## src/rtl/lmsm_sequencer_if.sv

```systemverilog
// Pipe1-side bus of the LM/SM sequencer: the instruction it watches, the
// downstream handshake, and the single-register micro-op it emits.
// master = the sequencer, slave = decode/execute and the pipe1 controller.
interface lmsm_sequencer_if #(
    parameter int REG_AW = 3,
    parameter int OFS_W  = 4
);
    logic              ir_valid;
    logic [15:0]       fromPipe1IR;
    logic              stall_in;
    logic              flush;
    logic              hold_pipe1;
    logic              uop_valid;
    logic [1:0]        uop_kind;
    logic [REG_AW-1:0] uop_base;
    logic [REG_AW-1:0] uop_reg;
    logic [OFS_W-1:0]  uop_offset;
    logic              uop_last;

    modport master (
        input  ir_valid, fromPipe1IR, stall_in, flush,
        output hold_pipe1, uop_valid, uop_kind, uop_base, uop_reg,
               uop_offset, uop_last
    );

    modport slave (
        output ir_valid, fromPipe1IR, stall_in, flush,
        input  hold_pipe1, uop_valid, uop_kind, uop_base, uop_reg,
               uop_offset, uop_last
    );
endinterface

```

## src/rtl/lmsm_sequencer.sv

```systemverilog
// LM/SM multi-cycle sequencer. Splits one LM/SM in pipe1 into one
// load/store micro-op per selected register, ascending register order,
// while holding fetch/pipe1.
// Optional feature macro: LMSM_BASE_WB_EN -- adds a WB state that emits a
// final base write-back micro-op (kind 10, RA += number of transfers).
module lmsm_sequencer #(
    parameter int MASK_W = 8,
    parameter int REG_AW = 3,
    parameter int OFS_W  = 4
) (
    input  logic              clk,
    input  logic              reset,
    lmsm_sequencer_if.master  bus
);

`ifdef LMSM_BASE_WB_EN
    typedef enum logic [1:0] {IDLE, RUN, WB} state_t;
`else
    typedef enum logic [1:0] {IDLE, RUN} state_t;
`endif

    state_t              state_q, state_d;
    logic [MASK_W-1:0]   mask_q, mask_d;
    logic [REG_AW-1:0]   base_q, base_d;
    logic                kind_q, kind_d;
    logic [OFS_W-1:0]    count_q, count_d;

    logic [15:0]         ir;
    logic                accept;
    logic                one_left;
    logic [REG_AW-1:0]   low_idx;
    logic                unused_ir;

    assign ir        = bus.fromPipe1IR;
    // IR[8] carries no meaning for LM/SM
    assign unused_ir = ir[8];

    assign accept   = (state_q == IDLE) & bus.ir_valid & (ir[15:13] == 3'b011)
                    & (ir[MASK_W-1:0] != '0) & ~bus.flush;
    // Exactly one bit left: nonzero and clearing the lowest bit empties it
    assign one_left = (mask_q != '0) & ((mask_q & (mask_q - MASK_W'(1))) == '0);

    // Priority encode the lowest remaining mask bit (scan high to low, last hit wins)
    always_comb begin
        low_idx = '0;
        for (int i = MASK_W - 1; i >= 0; i--) begin
            if (mask_q[i]) low_idx = REG_AW'(i);
        end
    end

    // State and datapath registers; reset is synchronous and overrides all
    always_ff @(posedge clk) begin
        if (reset) begin
            state_q <= IDLE;
            mask_q  <= '0;
            base_q  <= '0;
            kind_q  <= 1'b0;
            count_q <= '0;
        end else begin
            state_q <= state_d;
            mask_q  <= mask_d;
            base_q  <= base_d;
            kind_q  <= kind_d;
            count_q <= count_d;
        end
    end

    // Next state: latch on accept, advance one register per consumed micro-op
    always_comb begin
        state_d = state_q;
        mask_d  = mask_q;
        base_d  = base_q;
        kind_d  = kind_q;
        count_d = count_q;
        if (bus.flush) begin
            state_d = IDLE;
        end else begin
            case (state_q)
                IDLE: begin
                    if (accept) begin
                        state_d = RUN;
                        mask_d  = ir[MASK_W-1:0];
                        base_d  = ir[9 +: REG_AW];
                        kind_d  = ir[12];
                        count_d = '0;
                    end
                end
                RUN: begin
                    if (!bus.stall_in) begin
                        mask_d  = mask_q & (mask_q - MASK_W'(1));
                        count_d = count_q + OFS_W'(1);
`ifdef LMSM_BASE_WB_EN
                        if (one_left) state_d = WB;
`else
                        if (one_left) state_d = IDLE;
`endif
                    end
                end
`ifdef LMSM_BASE_WB_EN
                WB: begin
                    if (!bus.stall_in) state_d = IDLE;
                end
`endif
                default: state_d = IDLE;
            endcase
        end
    end

    // Micro-op outputs decode registered state only; idle outputs read as zero
    always_comb begin
        bus.uop_valid  = 1'b0;
        bus.uop_kind   = 2'b00;
        bus.uop_base   = '0;
        bus.uop_reg    = '0;
        bus.uop_offset = '0;
        bus.uop_last   = 1'b0;
        case (state_q)
            RUN: begin
                bus.uop_valid  = 1'b1;
                bus.uop_kind   = {1'b0, kind_q};
                bus.uop_base   = base_q;
                bus.uop_reg    = low_idx;
                bus.uop_offset = count_q;
`ifdef LMSM_BASE_WB_EN
                bus.uop_last   = 1'b0;
`else
                bus.uop_last   = one_left;
`endif
            end
`ifdef LMSM_BASE_WB_EN
            WB: begin
                bus.uop_valid  = 1'b1;
                bus.uop_kind   = 2'b10;
                bus.uop_base   = base_q;
                bus.uop_reg    = base_q;
                bus.uop_offset = count_q;
                bus.uop_last   = 1'b1;
            end
`endif
            default: ;
        endcase
    end

    // Hold pipe1 until the final micro-op leaves; a flush releases it at once
    always_comb begin
        bus.hold_pipe1 = ~bus.flush &
                         (accept | (bus.uop_valid & ~(bus.uop_last & ~bus.stall_in)));
    end

endmodule
```

## src/flat_wrapper.sv

```systemverilog
// flat-port wrapper written by rule: the top's interface ports become plain ports
module lmsm_sequencer_flat 
#(
    parameter int MASK_W = 8,
    parameter int REG_AW = 3,
    parameter int OFS_W  = 4
)
  (clk, reset, bus_ir_valid, bus_fromPipe1IR, bus_stall_in, bus_flush, bus_hold_pipe1, bus_uop_valid, bus_uop_kind, bus_uop_base, bus_uop_reg, bus_uop_offset, bus_uop_last);
  lmsm_sequencer_if #(.REG_AW(REG_AW), .OFS_W(OFS_W)) bus_i ();
  input  logic clk;
  input  logic reset;
  input wire logic [$bits(bus_i.ir_valid)-1:0] bus_ir_valid;
  input wire logic [$bits(bus_i.fromPipe1IR)-1:0] bus_fromPipe1IR;
  input wire logic [$bits(bus_i.stall_in)-1:0] bus_stall_in;
  input wire logic [$bits(bus_i.flush)-1:0] bus_flush;
  output wire logic [$bits(bus_i.hold_pipe1)-1:0] bus_hold_pipe1;
  output wire logic [$bits(bus_i.uop_valid)-1:0] bus_uop_valid;
  output wire logic [$bits(bus_i.uop_kind)-1:0] bus_uop_kind;
  output wire logic [$bits(bus_i.uop_base)-1:0] bus_uop_base;
  output wire logic [$bits(bus_i.uop_reg)-1:0] bus_uop_reg;
  output wire logic [$bits(bus_i.uop_offset)-1:0] bus_uop_offset;
  output wire logic [$bits(bus_i.uop_last)-1:0] bus_uop_last;
  assign bus_i.ir_valid = bus_ir_valid;
  assign bus_i.fromPipe1IR = bus_fromPipe1IR;
  assign bus_i.stall_in = bus_stall_in;
  assign bus_i.flush = bus_flush;
  assign bus_hold_pipe1 = bus_i.hold_pipe1;
  assign bus_uop_valid = bus_i.uop_valid;
  assign bus_uop_kind = bus_i.uop_kind;
  assign bus_uop_base = bus_i.uop_base;
  assign bus_uop_reg = bus_i.uop_reg;
  assign bus_uop_offset = bus_i.uop_offset;
  assign bus_uop_last = bus_i.uop_last;
  lmsm_sequencer #(.MASK_W(MASK_W), .REG_AW(REG_AW), .OFS_W(OFS_W)) u_core (.clk(clk), .reset(reset), .bus(bus_i));
endmodule
```

## config.mk

```make
export PLATFORM = sky130hd
export DESIGN_NAME = lmsm_sequencer_flat
export DESIGN_NICKNAME = d
export VERILOG_FILES = /design/src/rtl/lmsm_sequencer_if.sv /design/src/rtl/lmsm_sequencer.sv /design/src/flat_wrapper.sv
export SDC_FILE = /design/constraint.sdc
export NUM_CORES = 1
export LEC_CHECK = 0
export BUFFER_PORTS_ARGS = -buffer_cell sky130_fd_sc_hd__clkbuf_2
export CAP_MARGIN = 10
export CORE_MARGIN = 1.5
export CORE_UTILIZATION = 52
export CTS_CLUSTER_SIZE = 16
export DETAILED_ROUTE_END_ITERATION = 10
export PLACE_DENSITY = 0.87
export SYNTH_ARGS = -nofsm -noshare
export SYNTH_HDL_FRONTEND = slang
export SYNTH_SLANG_ARGS = --single-unit
```

## constraint.sdc

```tcl
create_clock -name clk -period 6.03 [get_ports clk]
set_input_delay 0.3015 -clock clk [delete_from_list [all_inputs] [get_ports clk]]
set_output_delay 0.3015 -clock clk [all_outputs]
set_load 0.1 [all_outputs]
```

-- After elaboration in Yosys (flattened, before gate mapping)
Index checks and enable logic that the tools add are counted.
Widths: inputs -> output; s select.
- input port bits: 21
- memory bits (read-only): 0
- logic and storage cells: 58
- output and inout bits: 15
- latch bits: 0
- memories: 0
- register bits: 18
- memory bits (writable): 0
- reductions and logical operators: 9
- bitwise logic cells: 13
- shift operators: 0
- multiply operators: 0
- equal/unequal tests: 5
- muxes and demuxes: 24
- divide/modulo/power cells: 0
- add/subtract/negate cells: 2
- $lt $le $gt $ge: 0
- operators with widths (cell ; count):
    $mux 3 ; 10
    $mux 8 ; 2
    $pmux 8 s2 ; 1
    $reduce_bool 8->1 ; 2
    $mux 4 ; 3
    $and 1x1->1 ; 8
    $and 8x8->8 ; 1
    $logic_not 8->1 ; 1
    $pmux 4 s2 ; 1
    $sub 8x1->8 const B ; 1
    $mux 2 ; 3
    $reduce_and 3->1 ; 2
    $add 4x1->4 const B ; 1
    $ne 2x1->1 const B ; 2
    $pmux 2 s2 ; 1
    $reduce_and 4->1 ; 1
    $eq 3x2->1 const B ; 1
    $mux 1 ; 3
    $not 1->1 ; 3
    $eq 2x1->1 const B ; 1
    $logic_not 2->1 ; 1
    $ne 2x2->1 const B ; 1
    $reduce_bool 2->1 ; 1
    $reduce_or 2->1 ; 1
    $or 1x1->1 ; 1

-- Longest topological paths before layout
- word-level depth: 10
- depth in mapped cells: 6
- depth with buffers taken out: 5

-- Worst setup path before layout
Ideal clock, no wire load.
- kind: flip-flop to output port
- start point: reg u_core.state_q[0]
- end point: out bus_uop_last
- path buffers: 1
- path slack: 2.201 ns
- arrival time: 3.527 ns
- cell stages (with the launch flop): 3
- data required time: 5.728 ns
- path through: dfxtp_1 -> clkbuf_1 -> nor3b_1
- word-level cells in the longest chain between the ends: 2
- RTL lines (element ; RTL line ; text):
    start: declaration ; lmsm_sequencer.sv:22 ; state_t state_q, state_d;
    start signal: assignment ; lmsm_sequencer.sv:60 ; state_q <= state_d;
    $eq 2x1->1 ; lmsm_sequencer.sv:117 ; case (state_q)
    $mux 1 ; lmsm_sequencer.sv:117 ;
    end: declaration ; flat_wrapper.sv:22 ; output wire logic [$bits(bus_i.uop_last)-1:0] bus_uop_last;
No other way between the ends.

-- Worst setup path after layout
- start point: reg u_core.mask_q[0]
- end point: out bus_hold_pipe1
- word-level cells in the longest chain between the ends: 10
- elaborated cells between the ends (all ways): 11
- classes of those cells: add/sub: 1; mux: 1; bitwise: 7; reduce/logical: 2
- RTL lines (element ; RTL line ; text):
    start: declaration ; lmsm_sequencer.sv:23 ; logic [MASK_W-1:0] mask_q, mask_d;
    start signal: assignment ; lmsm_sequencer.sv:61 ; mask_q <= mask_d;
    $sub 8x1->8 ; lmsm_sequencer.sv:41 ; assign one_left = (mask_q != '0) & ((mask_q & (mask_q - MASK_W'(1))) == '0);
    $and 8x8->8 ; lmsm_sequencer.sv:41 ;
    $logic_not 8->1 ; lmsm_sequencer.sv:41 ;
    $and 1x1->1 (*) ; lmsm_sequencer.sv:41 ;
    $mux 1 (*) ; lmsm_sequencer.sv:117 ;
    $and 1x1->1 (*) ; lmsm_sequencer.sv:147 ; (accept | (bus.uop_valid & ~(bus.uop_last & ~bus.stall_in)));
    $not 1->1 (*) ; lmsm_sequencer.sv:147 ;
    $and 1x1->1 (*) ; lmsm_sequencer.sv:147 ;
    $or 1x1->1 (*) ; lmsm_sequencer.sv:147 ;
    $and 1x1->1 (*) ; lmsm_sequencer.sv:146 ; bus.hold_pipe1 = ~bus.flush &
    end: declaration ; flat_wrapper.sv:16 ; output wire logic [$bits(bus_i.hold_pipe1)-1:0] bus_hold_pipe1;
Every way passes the cells marked *; elsewhere a longest branch is shown, timed or not.

==> metrics.yaml <==
start_util_pct: 54.4
place.port_buffers: 33
fmax_mhz: 350
area_delta_synth_final_pct: 17.2
post-cts-setup-buffers: 0
synthXorXnorAreaFrac_pct: 1.68
r2r_cells: 5
remaining_drc_errors: 0
syn_avg_cell_area_sq_um: 8.43
arrival_ns: 2.56
synth_cells: 124
path_max_fanout: 8
ys_async_sr_fraction_pct: 0
grt_pass1_wl_microns: 3620
required_ns: 5.73
synth_compound_area_share_pct: 23.8
final_cell_mix: "33 x clkbuf_2, 17 x dfxtp_1, 12 x a21oi_1"
gp_congestion: 0.784
drt_iter0_drc: 7
finClkSkew_ns: 0.00332
fp.dieH_microns: 47.8
cp_slowest_cell: "or4_4"
holdWs_ns: 0.224
power_density_mw_per_mm2: 165
overflow: 0
wl_per_cell_microns: 12.6
design_area_sq_mm: 0.00122
hold_buffers: 0
crit_chain: "or4_4 > o21a_1 > nor3_1 > o41a_1 > clkbuf_2"
crit_type: "flop to primary output"
ys_warn_count: 0
antenna_found_initial: 0
clock_latency_ns: 0.30
wirelength_microns: 2260
status: "completed"
fin_util_pct: 63.7
synth.area.mux_share_pct: 3.83
cp-end-kind: "primary output"
leakagePower_nw: 0.482
ys_seq_area_share_pct: 32.6
cts_tree: "yes"
synthFlopType: "dfxtp_1"
synth_top_family_by_area: "simple AND/OR/NAND/NOR gates"
dieWidth_microns: 47.8
final_antenna_net_count: 0
synth_fa_ha_area_share_pct: 1.20
setup_viol: 0
syn-cell-area_sq_mm: 0.00104
grt_use_total_pct: 22.6
crit_family: "simple AND/OR/NAND/NOR gates"
rsz0062_at_grt: "false"
viasPerCell: 5.59
numCtsBuffers: 3
dp_hpwl_microns: 1720
synth-seq-cells: 17
first_pass_iters: 4
slew_viol_final: 0
slowest_delay_ns: 0.62
report.final.hold_viol_count: 0
clockBufferDepth: 2
cts_sinks: 17
final.setup.tns_ns: 0
period_needed_ns: 2.86
row_count: 16
relSlewSlack_pct: 28.1
hold_path.class: "primary input to flop"
vias: 1000
yosys.area_share.simple_pct: 31.0
drive_above_1_share_pct: 28.9
grt_pass1_vias: 854
ys_types: 44
core_sq_mm: 0.00192
ctsResizeCount: 0
worst-path-buf-inv: 1
ctsHtreeMaxLevel: 1
hold_depth: 3
layout_commonest_cell: "clkbuf_2"
diodes: 0
worstMarginPinSlew_ns: 1.07
die_area_sq_mm: 0.00229
fin_nets: 175
final.period_utilization_pct: 47.4
cp-start-kind: "flop"
maxCapViolCount: 0
syn_nets: 146
root_buffer: "clkbuf_4"
num_io_pins: 36
synth_edf_count: 0
placed_cell_area_sq_mm: 0.00120
cp_num_cells: 5
peakVddDrop_v: 0.000125
grt_start_max_net_pins: 26
path_clk_slew_ns: 0.10
## per-layer routing
metal  track usage, %  routed length (microns)
met3             4.53                      120
met5                0                        0
met4             8.11                       34
met2             38.9                     1170
met1             27.8                      941
## worst reg2reg max path: cells and delay by family (launching register included)
kind,cells,cell delay (ns)
simple gates,2,0.81
flops,1,0.54
compound gates,3,1.22
## state kept, by name, indices dropped and copies added (netlist names)
signal	cells
u_core.mask_q	8
u_core.count_q	4
u_core.base_q	3
u_core.kind_q	1
u_core.state_q	1
## area by class of cell
| type | count | area [sq um] |
|---|---|---|
| Clock buffer | 3 | 22.5 |
| Sequential cell | 17 | 340 |
| Multi-Input combinational cell | 95 | 647 |
| Clock inverter | 1 | 5.00 |
| Inverter | 3 | 11.3 |
| Fill cell | 192 | 697 |
| Tap cell | 27 | 33.8 |
| Timing Repair Buffer | 33 | 165 |
## path summary, 6_finish.rpt
path / start / endpoint / slack (ns)
worst max-delay path: u_core.mask_q[0] / bus_hold_pipe1 / 3.17
worst min-delay path: bus_fromPipe1IR[2] / u_core.mask_q[2] / 0.22
worst max register to register: u_core.state_q[0] / u_core.count_q[3] / 3.38
worst min register to register: u_core.base_q[1] / u_core.base_q[1] / 0.50
## stage by stage
stage | total power (W) | std cells | worst slack (ns)
after global placement | 0.000141 | 175 | 3.44
after detailed placement | 0.000141 | 175 | 3.32
after floorplan | 0.000133 | 124 | 2.20
after global routing | 0.000208 | 179 | 3.14
after CTS | 0.000203 | 179 | 3.20
final | 0.000202 | 179 | 3.17
## synth_stat cells, drive strengths merged, types with 2 or more instances
cell,n,area share (%)
nor2,11,4.0
o21a,3,2.2
buf,5,3.0
nand2b,2,1.2
nor2b,3,2.5
dfxtp,17,33
a211oi,2,2.6
inv,3,1.1
nor3,4,1.9
o41a,2,2.2
a21oi,12,5.7
nor3b,2,1.4
nand2,7,2.5
mux2i,4,3.8
clkbuf,4,1.4
and2,10,6.0
o21ai,10,4.8
nor4,4,4.4
## cell families (layout without fill, tap and decap cells)
logic type,count (synthesis),after routing
AO/OA/AOI/OAI,37,37
XOR/XNOR,2,2
adder cells (fa/ha/maj),1,1
buffers and inverters,12,40
flip-flops,17,17
multiplexers,4,4
other,1,1
AND/OR/NAND/NOR,50,50
## where the power goes
part,total (W),internal [W],leakage [nW],switching (W)
combinational,0.0000235,0.00000910,0.328,0.0000144
sequential,0.000115,0.000113,0.137,0.00000184
clock,0.0000634,0.0000248,0.0177,0.0000386
total,0.000202,0.000147,0.482,0.0000549
Note: power is estimated with default switching activity, not from simulation.
